## config.mk

```make
export PLATFORM = sky130hd
export DESIGN_NAME = opb_register_bank_ppc2simulink
export DESIGN_NICKNAME = d
export VERILOG_FILES = /design/src/rtl/opb_register_bank_ppc2simulink.sv
export SDC_FILE = /design/constraint.sdc
export NUM_CORES = 1
export LEC_CHECK = 0
export BUFFER_PORTS_ARGS = -buffer_cell sky130_fd_sc_hd__buf_2
export CORE_ASPECT_RATIO = 1.4
export CORE_UTILIZATION = 43
export DETAILED_ROUTE_END_ITERATION = 12
export PLACE_DENSITY = 0.68
export SETUP_SLACK_MARGIN = 0.4
export SYNTH_ARGS = -nofsm -noshare
export SYNTH_HDL_FRONTEND = slang
export SYNTH_SLANG_ARGS = --single-unit
```

## constraint.sdc

```tcl
create_clock -name OPB_Clk -period 2.3 [get_ports OPB_Clk]
set_input_delay 0 -clock OPB_Clk [delete_from_list [all_inputs] [get_ports OPB_Clk]]
set_output_delay 0 -clock OPB_Clk [all_outputs]
set_load 0.01 [all_outputs]
```

## src/rtl/opb_register_bank_ppc2simulink.sv

```systemverilog
// OPB slave exposing C_NUM_REGS 32-bit user registers, written either directly or
// through shadow registers that are committed by a COMMIT write or by user_load.

module opb_rb_reg #(
  parameter int SHADOW = 0
) (
  input  logic        clk,
  input  logic        rst,
  input  logic        wr_en,
  input  logic [31:0] wdata,
  input  logic [3:0]  be,
  input  logic        commit,
  output logic [31:0] out_q,
  output logic [31:0] shadow_q,
  output logic        update
);
  // be[3] covers wdata[31:24] (the OPB's first byte lane)
  function automatic logic [31:0] merge(input logic [31:0] cur, input logic [31:0] d,
                                        input logic [3:0] en);
    logic [31:0] r;
    r = cur;
    for (int b = 0; b < 4; b++)
      if (en[b]) r[8*b +: 8] = d[8*b +: 8];
    return r;
  endfunction

  always_ff @(posedge clk) begin
    if (rst) begin
      out_q    <= '0;
      shadow_q <= '0;
      update   <= 1'b0;
    end else if (SHADOW != 0) begin
      // commit copies the pre-write shadow; a same-edge write lands in the shadow only
      update <= commit;
      if (commit) out_q <= shadow_q;
      if (wr_en) shadow_q <= merge(shadow_q, wdata, be);
    end else begin
      update <= wr_en;
      if (wr_en) out_q <= merge(out_q, wdata, be);
    end
  end
endmodule

module opb_register_bank_ppc2simulink #(
  parameter logic [31:0] C_BASEADDR   = 32'h01003600,
  parameter logic [31:0] C_HIGHADDR   = 32'h010036FF,
  parameter int          C_OPB_AWIDTH = 32,
  parameter int          C_OPB_DWIDTH = 32,
  parameter int          C_NUM_REGS   = 4,
  parameter int          C_SHADOW     = 0,
  parameter string       C_FAMILY     = "virtex5"
) (
  input  logic                       OPB_Clk,
  input  logic                       OPB_Rst,
  input  logic [0:31]                OPB_ABus,
  input  logic [0:3]                 OPB_BE,
  input  logic [0:31]                OPB_DBus,
  input  logic                       OPB_RNW,
  input  logic                       OPB_select,
  input  logic                       OPB_seqAddr,
  output logic [0:31]                Sl_DBus,
  output logic                       Sl_errAck,
  output logic                       Sl_retry,
  output logic                       Sl_toutSup,
  output logic                       Sl_xferAck,
  output logic [C_NUM_REGS*32-1:0]   user_data_out,
  output logic [C_NUM_REGS-1:0]      user_update,
  input  logic                       user_load
);
  typedef enum logic {IDLE = 1'b0, ACK = 1'b1} state_t;

  state_t state, state_next;

  // Big-endian bus vectors map onto [31:0] by position: bus bit k is user bit 31-k.
  logic [31:0] abus, off;
  logic        in_win, take;
  logic [29:0] widx_q;
  logic [31:0] data_q;
  logic [3:0]  be_q;
  logic        rnw_q;
  logic        is_reg, is_commit, wr, commit;
  logic [31:0] rd_val;

  logic [C_NUM_REGS-1:0]           wr_en;
  logic [C_NUM_REGS-1:0][31:0]     out_q, sh_q;

  assign abus   = OPB_ABus;
  assign off    = abus - C_BASEADDR;
  assign in_win = (abus >= C_BASEADDR) && (abus <= C_HIGHADDR);
  assign take   = (state == IDLE) && OPB_select && in_win;

  always_ff @(posedge OPB_Clk) begin
    if (OPB_Rst) state <= IDLE;
    else         state <= state_next;
  end

  always_comb begin
    state_next = state;
    case (state)
      IDLE:    if (OPB_select && in_win) state_next = ACK;
      ACK:     state_next = IDLE;
      default: state_next = IDLE;
    endcase
  end

  always_ff @(posedge OPB_Clk) begin
    if (OPB_Rst) begin
      widx_q <= '0;
      data_q <= '0;
      be_q   <= '0;
      rnw_q  <= 1'b0;
    end else if (take) begin
      widx_q <= off[31:2];
      data_q <= OPB_DBus;
      be_q   <= OPB_BE;
      rnw_q  <= OPB_RNW;
    end
  end

  assign is_reg    = widx_q < 30'(C_NUM_REGS);
  assign is_commit = widx_q == 30'(C_NUM_REGS);
  assign wr        = (state == ACK) && !rnw_q;
  assign commit    = (C_SHADOW != 0) && (user_load || (wr && is_commit));

  for (genvar gi = 0; gi < C_NUM_REGS; gi++) begin : g_reg
    assign wr_en[gi] = wr && (widx_q == 30'(gi));
    opb_rb_reg #(.SHADOW(C_SHADOW)) u_reg (
      .clk      (OPB_Clk),
      .rst      (OPB_Rst),
      .wr_en    (wr_en[gi]),
      .wdata    (data_q),
      .be       (be_q),
      .commit   (commit),
      .out_q    (out_q[gi]),
      .shadow_q (sh_q[gi]),
      .update   (user_update[gi])
    );
  end

  assign user_data_out = out_q;

  always_comb begin
    rd_val = '0;
    for (int i = 0; i < C_NUM_REGS; i++)
      if (widx_q == 30'(i)) rd_val = (C_SHADOW != 0) ? sh_q[i] : out_q[i];
  end

  always_comb begin
    Sl_xferAck = (state == ACK);
    Sl_DBus    = '0;
    if (state == ACK && rnw_q && is_reg) Sl_DBus = rd_val;
  end

  assign Sl_errAck  = 1'b0;
  assign Sl_retry   = 1'b0;
  assign Sl_toutSup = 1'b0;

  logic unused_ok;
  assign unused_ok = ^{OPB_seqAddr, off[1:0], (C_FAMILY == ""),
                       (C_OPB_AWIDTH == 32), (C_OPB_DWIDTH == 32)};
endmodule

```

==> reports/qor.yml <==
cts-root-buf: "clkbuf_16"
period_minus_slack_ps: 2260
critical_path_required_ps: 2300
grt_use_total_pct: 24.6
start_util_pct: 44.3
clk_pin_slew_ps: 70
gp_congestion: 0.781
top_usage_layer: "met2"
final_util_pct: 60.1
via_per_inst: 5.38
drtAntennaViolNets: 0
rsz0062_at_grt: "true"
row_count: 61
relSlewSlack_pct: 49.3
vias: 7920
synth_seq_cells: 200
preCtsSetupSlack_ps: 81.4
coreArea_sq_um: 20100
synthToLayoutAreaGrowth_pct: 35.5
final_cell_mix: "buf_2 (233), dfxtp_1 (192), nand2b_1 (161)"
dieHeight_um: 172
p_total_w: 0.00642
cap_violations: 0
dr.pass1.iters: 5
synth_warnings: 0
die_area_sq_um: 21300
critical_path.endpoint_type: "output pin"
async_reset_ff_share_pct: 0
grt_use_met2_pct: 44.4
drive_gt1_share_pct: 34.5
synthCells: 919
mostFrequentLayoutCell: "buf_2"
power_leakage_nw: 5.26
drv_slew: 0
antenna_found_initial: 0
drt-initial-drc-count: 429
yosys_most_used_dff: "dfxtp_1"
grt_pass1_vias: 7480
crit_arrival_ps: 2260
criticalPathCategory: "flop to output pin"
seq_area_sq_um: 4010
clock_path_buffers: 2
powerDensity_nw_per_um2: 532
diodes: 0
drc: 0
syn_area_sq_um: 8900
layout.nets: 1286
fin_setup_tns_ps: 0
finalSetupViolCount: 0
ys_types: 41
grt_max_degree: 112
grt_pass1_wl_um: 40000
wirelength_um: 26500
min_path_type: "input pin to flop"
numCtsBuffers: 17
dp_hpwl_um: 17500
fin_ws_ps: 39.5
finalHoldViolCount: 0
status: "finished, final reports clean"
n_fill_cell: 1698
start_kind: "flop"
cts.htree.levels: 4
clock_latency_ps: 430
cts.sinks: 200
critical_path.max_fanout: 7
synth_edf_count: 0
wl_per_cell_um: 18.0
syn_area_per_cell_sq_um: 9.69
fmax_mhz: 442
port_buffers: 234
clock-skew-final_ps: 14.6
die_w_um: 124
io_pins: 242
use_met1_pct: 28.8
dp.cells: 1377
finalNonFillerCells: 1473
grt_use_met3_pct: 3.92
cts_tree: "built"
multi_input_area_sq_um: 4880
worst_pin_slew_ps: 761
synth_seq_area_share_pct: 45.0
fin_crit_sh_pct: 98.3
grt_overflow: 0
ir_drop_v: 0.000460
==> per-layer routing <==
| layer | vias up | share of wire [%] |
|---|---|---|
| li1 | 3806 | - |
| met1 | 3839 | 43 |
| met2 | 238 | 51 |
| met3 | 37 | 3.8 |
| met4 | 0 | 2.1 |
| met5 | - | 0 |
==> per-stage QoR <==
stage | hold slack [ps] | area (sq um)
6_report | 39.1 | 12100
5_1_grt | 72.7 | 12100
4_1_cts | 41.6 | 11800
3_5_place_dp | 261 | 10500
3_3_place_gp | 256 | 10500
2_1_floorplan | 148 | 8940
==> final timing paths <==
check	start	end	slack (ps)	cells after the start
worst min-delay path	OPB_Rst	data_q[17]$_SDFFE_PP0P_	40	2
worst min register to register	data_q[11]$_SDFFE_PP0P_	data_q[11]$_SDFFE_PP0P_	480	2
worst max-delay path	widx_q[29]$_SDFFE_PP0P_	Sl_DBus[10]	40	7
worst max register to register	widx_q[27]$_SDFFE_PP0P_	g_reg[2].u_reg.out_q[5]$_SDFFE_PP0P_	240	8
==> cell usage after synthesis (2+ instances only) <==
cell type  count  area share [%]
o21a_1        10            0.84
nand2b_1     162              11
buf_4          7            0.59
and4_1         2            0.20
a21oi_1       46             2.6
nor4_4         5             1.2
nor4_2         6            0.84
dfxtp_1      200              45
buf_2          4            0.22
nand4_1       10            0.70
clkbuf_1      59             2.5
or4_1          4            0.34
mux2i_1      128              14
nor4_1         5            0.35
buf_1          5            0.21
nor3_4         4            0.73
o22ai_1       31             2.2
nor3_1        35             2.0
o21ai_0       45             2.5
nor4bb_1       2            0.22
and2_1        13            0.91
nand3_1       46             2.6
nand2_1        6            0.25
nor2b_1        2            0.14
mux2_2        31             3.9
nor2_1        36             1.5
==> report_power, final <==
group | switching [W] | total [W] | internal, W | leakage [nW]
registers | 0.0000000000361 | 0.00346 | 0.00346 | 1.61
clock network | 0.00130 | 0.00271 | 0.00140 | 0.256
logic | 0.0000985 | 0.000250 | 0.000152 | 3.39
==> state kept, by name, indices dropped and copies added (netlist names) <==
register        count
widx_q             30
Sl_xferAck          1
g.u_reg.update      4
rnw_q               1
g.u_reg.out_q     128
be_q                4
data_q             32
==> cell families (layout without fill, tap and decap cells) <==
| kind of cell | Yosys count | count (layout) | share of synthesized area, % |
|---|---|---|---|
| multiplexers | 160 | 160 | 18.6 |
| AO/OA/AOI/OAI | 134 | 134 | 8.32 |
| flip-flops | 200 | 200 | 45.0 |
| AND/OR/NAND/NOR | 345 | 345 | 24.2 |
| buffers and inverters | 77 | 377 | 3.68 |
| XOR/XNOR | 1 | 1 | 0.0984 |
| other | 1 | 3 | 0.0421 |
| adder cells (fa/ha/maj) | 1 | 1 | 0.141 |
==> what timing repair did <==
item	CTS	global route
cloned	2	1
pin swaps	26	12
hold buffers	47	0
buffers inserted	10	7
setup endpoints to repair	120	125
gates resized for setup	54	41
endpoints found under the hold margin	45	0
==> critical path, cell delays in order (launching register included) <==
cell      delay, ps
dfxtp_1         330
nor4_4          360
and4_4          290
nand4_1         110
buf_6           160
clkbuf_4        200
nor3_1          210
buf_2           160
==> layout make-up <==
class	count	area share, %
Timing Repair Buffer	347	19.4
Clock buffer	19	3.67
Tap cell	252	2.61
Inverter	1	0.0311
Sequential cell	200	33.3
Multi-Input combinational cell	644	40.4
Clock inverter	10	0.591
(Power assumes the default switching activity.)
